### config.mk
export PLATFORM = sky130hd
export DESIGN_NAME = imm_encoder
export DESIGN_NICKNAME = d
export VERILOG_FILES = /design/src/rtl/riscv_pkg.sv /design/src/rtl/imm_pack.sv /design/src/rtl/imm_encoder.sv
export SDC_FILE = /design/constraint.sdc
export NUM_CORES = 1
export LEC_CHECK = 0
export ABC_AREA = 0
export BUFFER_PORTS_ARGS = -buffer_cell sky130_fd_sc_hd__buf_2
export CAP_MARGIN = 20
export CORE_ASPECT_RATIO = 2
export CORE_MARGIN = 1.5
export CORE_UTILIZATION = 50
export CTS_BUF_LIST = sky130_fd_sc_hd__clkbuf_4 sky130_fd_sc_hd__clkbuf_8
export CTS_CLUSTER_DIAMETER = 60
export DETAILED_ROUTE_END_ITERATION = 6
export PLACE_DENSITY = 0.75
export SETUP_SLACK_MARGIN = 0.1
export SLEW_MARGIN = 20
export SYNTH_ARGS = -nofsm -noshare
export SYNTH_HDL_FRONTEND = slang
export SYNTH_SLANG_ARGS = --single-unit
### constraint.sdc
create_clock -name clk -period 4.65 [get_ports clk]
set_input_delay 0.93 -clock clk [delete_from_list [all_inputs] [get_ports clk]]
set_output_delay 0.93 -clock clk [all_outputs]
set_load 0.005 [all_outputs]
### src/rtl/riscv_pkg.sv
// Shared RISC-V encodings: the immsrc values used by the extend unit and the
// immediate encoder, plus the sign-range helper both rely on.
package riscv_pkg;

    typedef enum logic [1:0] {
        IMM_I = 2'b00,
        IMM_S = 2'b01,
        IMM_B = 2'b10,
        IMM_J = 2'b11
    } imm_src_e;

    localparam int unsigned XLEN = 32;

    // True when bits [31:msb] are all copies of the sign bit, i.e. the value
    // survives truncation to a (msb+1)-bit signed field.
    function automatic logic fits_signed(input logic [31:0] value, input int unsigned msb);
        logic [31:0] shifted_v;
        shifted_v = $signed(value) >>> msb;
        return (shifted_v == 32'h0000_0000) || (shifted_v == 32'hFFFF_FFFF);
    endfunction

endpackage

### src/rtl/imm_pack.sv
// Scatters a signed immediate into the I/S/B/J bit positions of a base
// instruction and flags values the chosen format cannot represent.
module imm_pack
    import riscv_pkg::*;
(
    input  logic [1:0]  immsrc,
    input  logic [31:0] imm,
    input  logic [31:0] base,
    output logic [31:0] instr,
    output logic        err
);

    // Field packing and legality; the truncated word is emitted even when illegal
    always_comb begin
        instr = base;
        err   = 1'b0;
        case (imm_src_e'(immsrc))
            IMM_I: begin
                instr[31:20] = imm[11:0];
                err          = ~fits_signed(imm, 32'd11);
            end
            IMM_S: begin
                instr[31:25] = imm[11:5];
                instr[11:7]  = imm[4:0];
                err          = ~fits_signed(imm, 32'd11);
            end
            IMM_B: begin
                instr[31]    = imm[12];
                instr[30:25] = imm[10:5];
                instr[11:8]  = imm[4:1];
                instr[7]     = imm[11];
                err          = imm[0] | ~fits_signed(imm, 32'd12);
            end
            IMM_J: begin
                instr[31]    = imm[20];
                instr[30:21] = imm[10:1];
                instr[20]    = imm[11];
                instr[19:12] = imm[19:12];
                err          = imm[0] | ~fits_signed(imm, 32'd20);
            end
            default: begin
                instr = base;
                err   = 1'b1;
            end
        endcase
    end

endmodule

### src/rtl/imm_encoder.sv
// Immediate encoder: packs requests through imm_pack into an in-order output
// FIFO with registered handshakes and accept/illegal counters.
module imm_encoder
    import riscv_pkg::*;
#(
    parameter int unsigned FIFO_DEPTH = 2
) (
    input  logic        clk,
    input  logic        rst_n,
    input  logic        in_valid,
    output logic        in_ready,
    input  logic [1:0]  in_immsrc,
    input  logic [31:0] in_imm,
    input  logic [31:0] in_base,
    output logic        out_valid,
    input  logic        out_ready,
    output logic [31:0] out_instr,
    output logic        out_err,
    output logic [15:0] enc_count,
    output logic [15:0] err_count
);

    localparam int unsigned PTR_W = (FIFO_DEPTH > 1) ? $clog2(FIFO_DEPTH) : 1;
    localparam int unsigned CNT_W = PTR_W + 1;
    localparam logic [CNT_W-1:0] DEPTH_C   = CNT_W'(FIFO_DEPTH);
    localparam logic [PTR_W-1:0] PTR_ONE_C = PTR_W'(1'b1);
    localparam logic [CNT_W-1:0] CNT_ONE_C = CNT_W'(1'b1);

    logic [31:0]      pack_instr_s;
    logic             pack_err_s;
    logic [32:0]      mem_r [FIFO_DEPTH];
    logic [PTR_W-1:0] wr_ptr_r;
    logic [PTR_W-1:0] rd_ptr_r;
    logic [PTR_W-1:0] wr_ptr_nxt_s;
    logic [PTR_W-1:0] rd_ptr_nxt_s;
    logic [CNT_W-1:0] count_r;
    logic [CNT_W-1:0] count_nxt_s;
    logic [32:0]      head_nxt_s;
    logic             push_s;
    logic             pop_s;
    logic             in_ready_r;
    logic             out_valid_r;
    logic [31:0]      out_instr_r;
    logic             out_err_r;
    logic [15:0]      enc_count_r;
    logic [15:0]      err_count_r;

    imm_pack u_pack (
        .immsrc (in_immsrc),
        .imm    (in_imm),
        .base   (in_base),
        .instr  (pack_instr_s),
        .err    (pack_err_s)
    );

    assign push_s = in_valid & in_ready_r;
    assign pop_s  = out_ready & out_valid_r;

    // Next pointers/occupancy and the word that will be at the head after this edge
    always_comb begin
        wr_ptr_nxt_s = wr_ptr_r;
        rd_ptr_nxt_s = rd_ptr_r;
        count_nxt_s  = count_r;
        head_nxt_s   = 33'd0;
        if (push_s) begin
            wr_ptr_nxt_s = wr_ptr_r + PTR_ONE_C;
        end else begin
            wr_ptr_nxt_s = wr_ptr_r;
        end
        if (pop_s) begin
            rd_ptr_nxt_s = rd_ptr_r + PTR_ONE_C;
        end else begin
            rd_ptr_nxt_s = rd_ptr_r;
        end
        case ({push_s, pop_s})
            2'b10:   count_nxt_s = count_r + CNT_ONE_C;
            2'b01:   count_nxt_s = count_r - CNT_ONE_C;
            default: count_nxt_s = count_r;
        endcase
        // A word pushed into the slot that becomes the head bypasses storage
        if (count_nxt_s == '0) begin
            head_nxt_s = 33'd0;
        end else if (push_s && (wr_ptr_r == rd_ptr_nxt_s)) begin
            head_nxt_s = {pack_err_s, pack_instr_s};
        end else begin
            head_nxt_s = mem_r[rd_ptr_nxt_s];
        end
    end

    // FIFO storage, written on every accepted request
    always_ff @(posedge clk or negedge rst_n) begin
        if (!rst_n) begin
            for (int i = 0; i < int'(FIFO_DEPTH); i++) begin
                mem_r[i] <= 33'd0;
            end
        end else if (push_s) begin
            mem_r[wr_ptr_r] <= {pack_err_s, pack_instr_s};
        end else begin
            mem_r[wr_ptr_r] <= mem_r[wr_ptr_r];
        end
    end

    // Pointers, occupancy and the registered handshake/output word
    always_ff @(posedge clk or negedge rst_n) begin
        if (!rst_n) begin
            wr_ptr_r    <= '0;
            rd_ptr_r    <= '0;
            count_r     <= '0;
            in_ready_r  <= 1'b0;
            out_valid_r <= 1'b0;
            out_instr_r <= 32'd0;
            out_err_r   <= 1'b0;
        end else begin
            wr_ptr_r    <= wr_ptr_nxt_s;
            rd_ptr_r    <= rd_ptr_nxt_s;
            count_r     <= count_nxt_s;
            in_ready_r  <= (count_nxt_s < DEPTH_C);
            out_valid_r <= (count_nxt_s != '0);
            out_instr_r <= head_nxt_s[31:0];
            out_err_r   <= head_nxt_s[32];
        end
    end

    // Accept counter wraps; illegal counter saturates
    always_ff @(posedge clk or negedge rst_n) begin
        if (!rst_n) begin
            enc_count_r <= 16'd0;
            err_count_r <= 16'd0;
        end else if (push_s) begin
            enc_count_r <= enc_count_r + 16'd1;
            if (pack_err_s && (err_count_r != 16'hFFFF)) begin
                err_count_r <= err_count_r + 16'd1;
            end else begin
                err_count_r <= err_count_r;
            end
        end else begin
            enc_count_r <= enc_count_r;
            err_count_r <= err_count_r;
        end
    end

    assign in_ready  = in_ready_r;
    assign out_valid = out_valid_r;
    assign out_instr = out_instr_r;
    assign out_err   = out_err_r;
    assign enc_count = enc_count_r;
    assign err_count = err_count_r;

endmodule
==> results_dict.tcl <==
set metrics [dict create \
    outcome "complete, no violations" \
    io_buffers 129 \
    cts.sinks 137 \
    yosysTopAreaCellShare_pct 55.2 \
    slew_viol_final 0 \
    nNetsFinal 752 \
    avgSynthCellArea_um2 11.2 \
    grt_max_degree 118 \
    finalCritPeriodShare_pct 71.5 \
    cp.buffers_inverters 4 \
    async_reset_ff_share_pct 100 \
    top_layer_used "met4" \
    irDropWorstVdd_uv 389 \
    die_w_um 81.8 \
    row_count 57 \
    wire_per_inst_um 16.6 \
    first_iter_violations 254 \
    route.met2.wl_um 7550 \
    hold_violations 0 \
    required_ns 4.90 \
    wl_met1_um 5450 \
    cpPeakStageDelay_ns 0.50 \
    dr.pass1.iters 4 \
    drive_above_1_share_pct 30.5 \
    place_congestion 0.833 \
    cap_violations 0 \
    rr_worst_depth 10 \
    ys_seq_area_share_pct 55.2 \
    cts_tree "done" \
    cp.arrival_ns 3.58 \
    synth_warnings 0 \
    grt_pass1_vias 4723 \
    setup_tns_ns 0 \
    cts_resized 0 \
    cts.path.max_buffers 2 \
    io_pins 137 \
    crit_type "primary input to register" \
    fmax_ghz 0.301 \
    yosys-top-cells-area "dfrtp_1, mux2_2, a211oi_1" \
    n_antenna_cell 0 \
    vias 4668 \
    clk_pin_slew_ns 0.08 \
    root_buffer "clkbuf_8" \
    end_kind "register" \
    drc 0 \
    relSlewSlack_pct 30.5 \
    fp.dieH_um 161 \
    grt_usage_pct 22.5 \
    layout_commonest_cell "dfrtp_1" \
    drt-total-wl_um 13900 \
    ys_types 41 \
    grt_first_pass_wirelength_um 22600 \
    start_kind "primary input" \
    setup_violations 0 \
    cts.htree.levels 4 \
    hp-start "mem_r[31]$_DFFE_PN0P_" \
    timing.hold.ws_ns 0.476 \
    worstHoldEndpoint "mem_r[31]$_DFFE_PN0P_" \
    syn-instance-count 556 \
    grt-ovfl-total 0 \
    skew_ns 0.0152 \
    hp-class "register to register" \
    cp_cell_sequence "buf_2, and2_1, clkinv_1, ha_1, xnor2_1, nor2_1, xnor2_1, inv_1, nor2_4, buf_4, a211oi_1" \
    power_leakage_nw 3.40 \
    synth_area_mm2 0.00621 \
    power_density_mw_per_mm2 635 \
    area_delta_synth_final_pct 17.5 \
    synth_seq_cells 137 \
    cts_made_buffers 17 \
    hold_buffers 0 \
    dr_wl_met3_um 566 \
    hold_depth 2 \
    synth_top_area_cell "dfrtp_1" \
    critPathMostFrequentCell "xnor2_1" \
    r2r_slack_ns 1.51 \
    final_cell_mix "dfrtp_1, buf_2, nand2_1" \
    r2r-start "in_ready$_DFF_PN0_" \
    cts_setup_buffers 0 \
    clock_latency_ns 0.43 \
    vias_per_cell 5.59 \
    die_area_mm2 0.0131 \
    ant_nets 0 \
    synth-edff-count 0 \
    ys_dominant_reg_cell "dfrtp_1" \
    period_needed_ns 3.32 \
    core_area_mm2 0.0121 \
    worstMarginPinSlew_ns 1.04 \
    cpLargestDelayFamily "buffers and inverters" \
    reg2reg_to "out_instr[30]$_DFF_PN0_" \
    rsz0062_at_grt "false" \
    dp_hpwl_um 9390 \
    antenna_found_initial 0 \
    slowest_stage "and2_1" \
    synth_nets 633 \
    start_util_pct 51.2 \
    critical_path.max_fanout 28 \
]
## kinds of logic (layout without fill, tap and decap cells)
| group | count (synthesis) | after routing | share of synthesized area, % |
|---|---|---|---|
| compound gates | 113 | 113 | 12.5 |
| fa+ha+maj | 7 | 7 | 1.41 |
| xor+xnor | 35 | 35 | 5.06 |
| mux | 51 | 51 | 8.81 |
| simple gates | 172 | 172 | 13.8 |
| flops | 137 | 137 | 55.2 |
| buf+inv | 41 | 173 | 3.24 |
## where the power goes
group | total [mW] | switching, mW | internal (mW)
Sequential | 1.94 | 0.253 | 1.69
Clock | 0.893 | 0.464 | 0.429
Combinational | 1.80 | 1.00 | 0.796
Total | 4.63 | 1.72 | 2.92
## synthesized netlist by cell type, types with 2 or more instances
| cell | n |
|---|---|
| nand4_1 | 16 |
| mux2i_1 | 22 |
| xor2_1 | 3 |
| nor3_1 | 4 |
| nor3b_1 | 4 |
| buf_4 | 2 |
| inv_1 | 8 |
| nor2b_1 | 20 |
| and4_1 | 3 |
| a22oi_1 | 2 |
| mux2_2 | 29 |
| a211oi_1 | 42 |
| nor4_1 | 5 |
| a21oi_1 | 8 |
| a31oi_1 | 5 |
| nand3_1 | 12 |
| nand2_1 | 63 |
| and3_1 | 8 |
| ha_1 | 7 |
| o21ai_0 | 41 |
| and2b_1 | 3 |
| buf_6 | 3 |
| nand2b_1 | 2 |
| dfrtp_1 | 137 |
| a211oi_2 | 10 |
| nor2_1 | 26 |
| xnor2_1 | 31 |
| a22o_1 | 2 |
| buf_2 | 14 |
| clkbuf_1 | 13 |
## through the flow
| step | instances | utilization [%] | power, mW | cell area (um2) | worst slack, ns |
|---|---|---|---|---|---|
| after floorplan | 556 | - | 3.22 | 6210 | 1.91 |
| after global placement | 803 | 57.1 | 3.67 | 6920 | 1.06 |
| after detailed placement | 803 | 57.1 | 3.78 | 6920 | 0.928 |
| after CTS | 835 | 60.1 | 4.68 | 7290 | 1.38 |
| after global routing | 835 | 60.2 | 4.97 | 7300 | 1.09 |
| final | 835 | 60.2 | 4.63 | 7300 | 1.33 |
## worst max path at each step
| stage | startpoint | slack, ns | endpoint | cells after the start |
|---|---|---|---|---|
| 2_1_floorplan | in_valid | 1.91 | out_instr[10]$_DFF_PN0_ | 10 |
| 3_3_place_gp | in_valid | 1.06 | out_instr[26]$_DFF_PN0_ | 11 |
| 3_5_place_dp | in_valid | 0.93 | out_instr[30]$_DFF_PN0_ | 11 |
| 4_1_cts | in_valid | 1.38 | out_instr[30]$_DFF_PN0_ | 11 |
| 5_1_grt | in_valid | 1.09 | out_instr[1]$_DFF_PN0_ | 11 |
| 6_report | in_valid | 1.33 | out_instr[30]$_DFF_PN0_ | 11 |
## per-layer routing
metal	vias up	track usage [%]
li1	2216	-
met1	2300	26.5
met2	128	39.0
met3	24	4.38
met4	0	8.86
met5	-	0
## worst reg2reg max path, cell delays in order (launching register included)
cell and delay [ns]:
dfrtp_1 0.38, and2_1 0.52, clkinv_1 0.42, ha_1 0.32, xnor2_1 0.17, nor2_1 0.07, xnor2_1 0.19, inv_1 0.11
nor2_4 0.24, buf_4 0.43, a211oi_1 0.12
## state kept, by name, indices dropped and copies added (netlist names)
signal     flops
out_valid      1
out_instr     32
err_count     16
out_err        1
rd_ptr_r       1
mem_r         66
enc_count     16
wr_ptr_r       1
in_ready       1
count_r        2
## layout make-up
class,count,area (um2)
multi-input cells,378,2610
clock buffers,18,241
well taps,147,184
repair buffers,132,677
inverters,9,33.8
clock inverters,14,123
fillers,1029,4830
flip-flops and latches,137,3430
(Power assumes the default switching activity.)
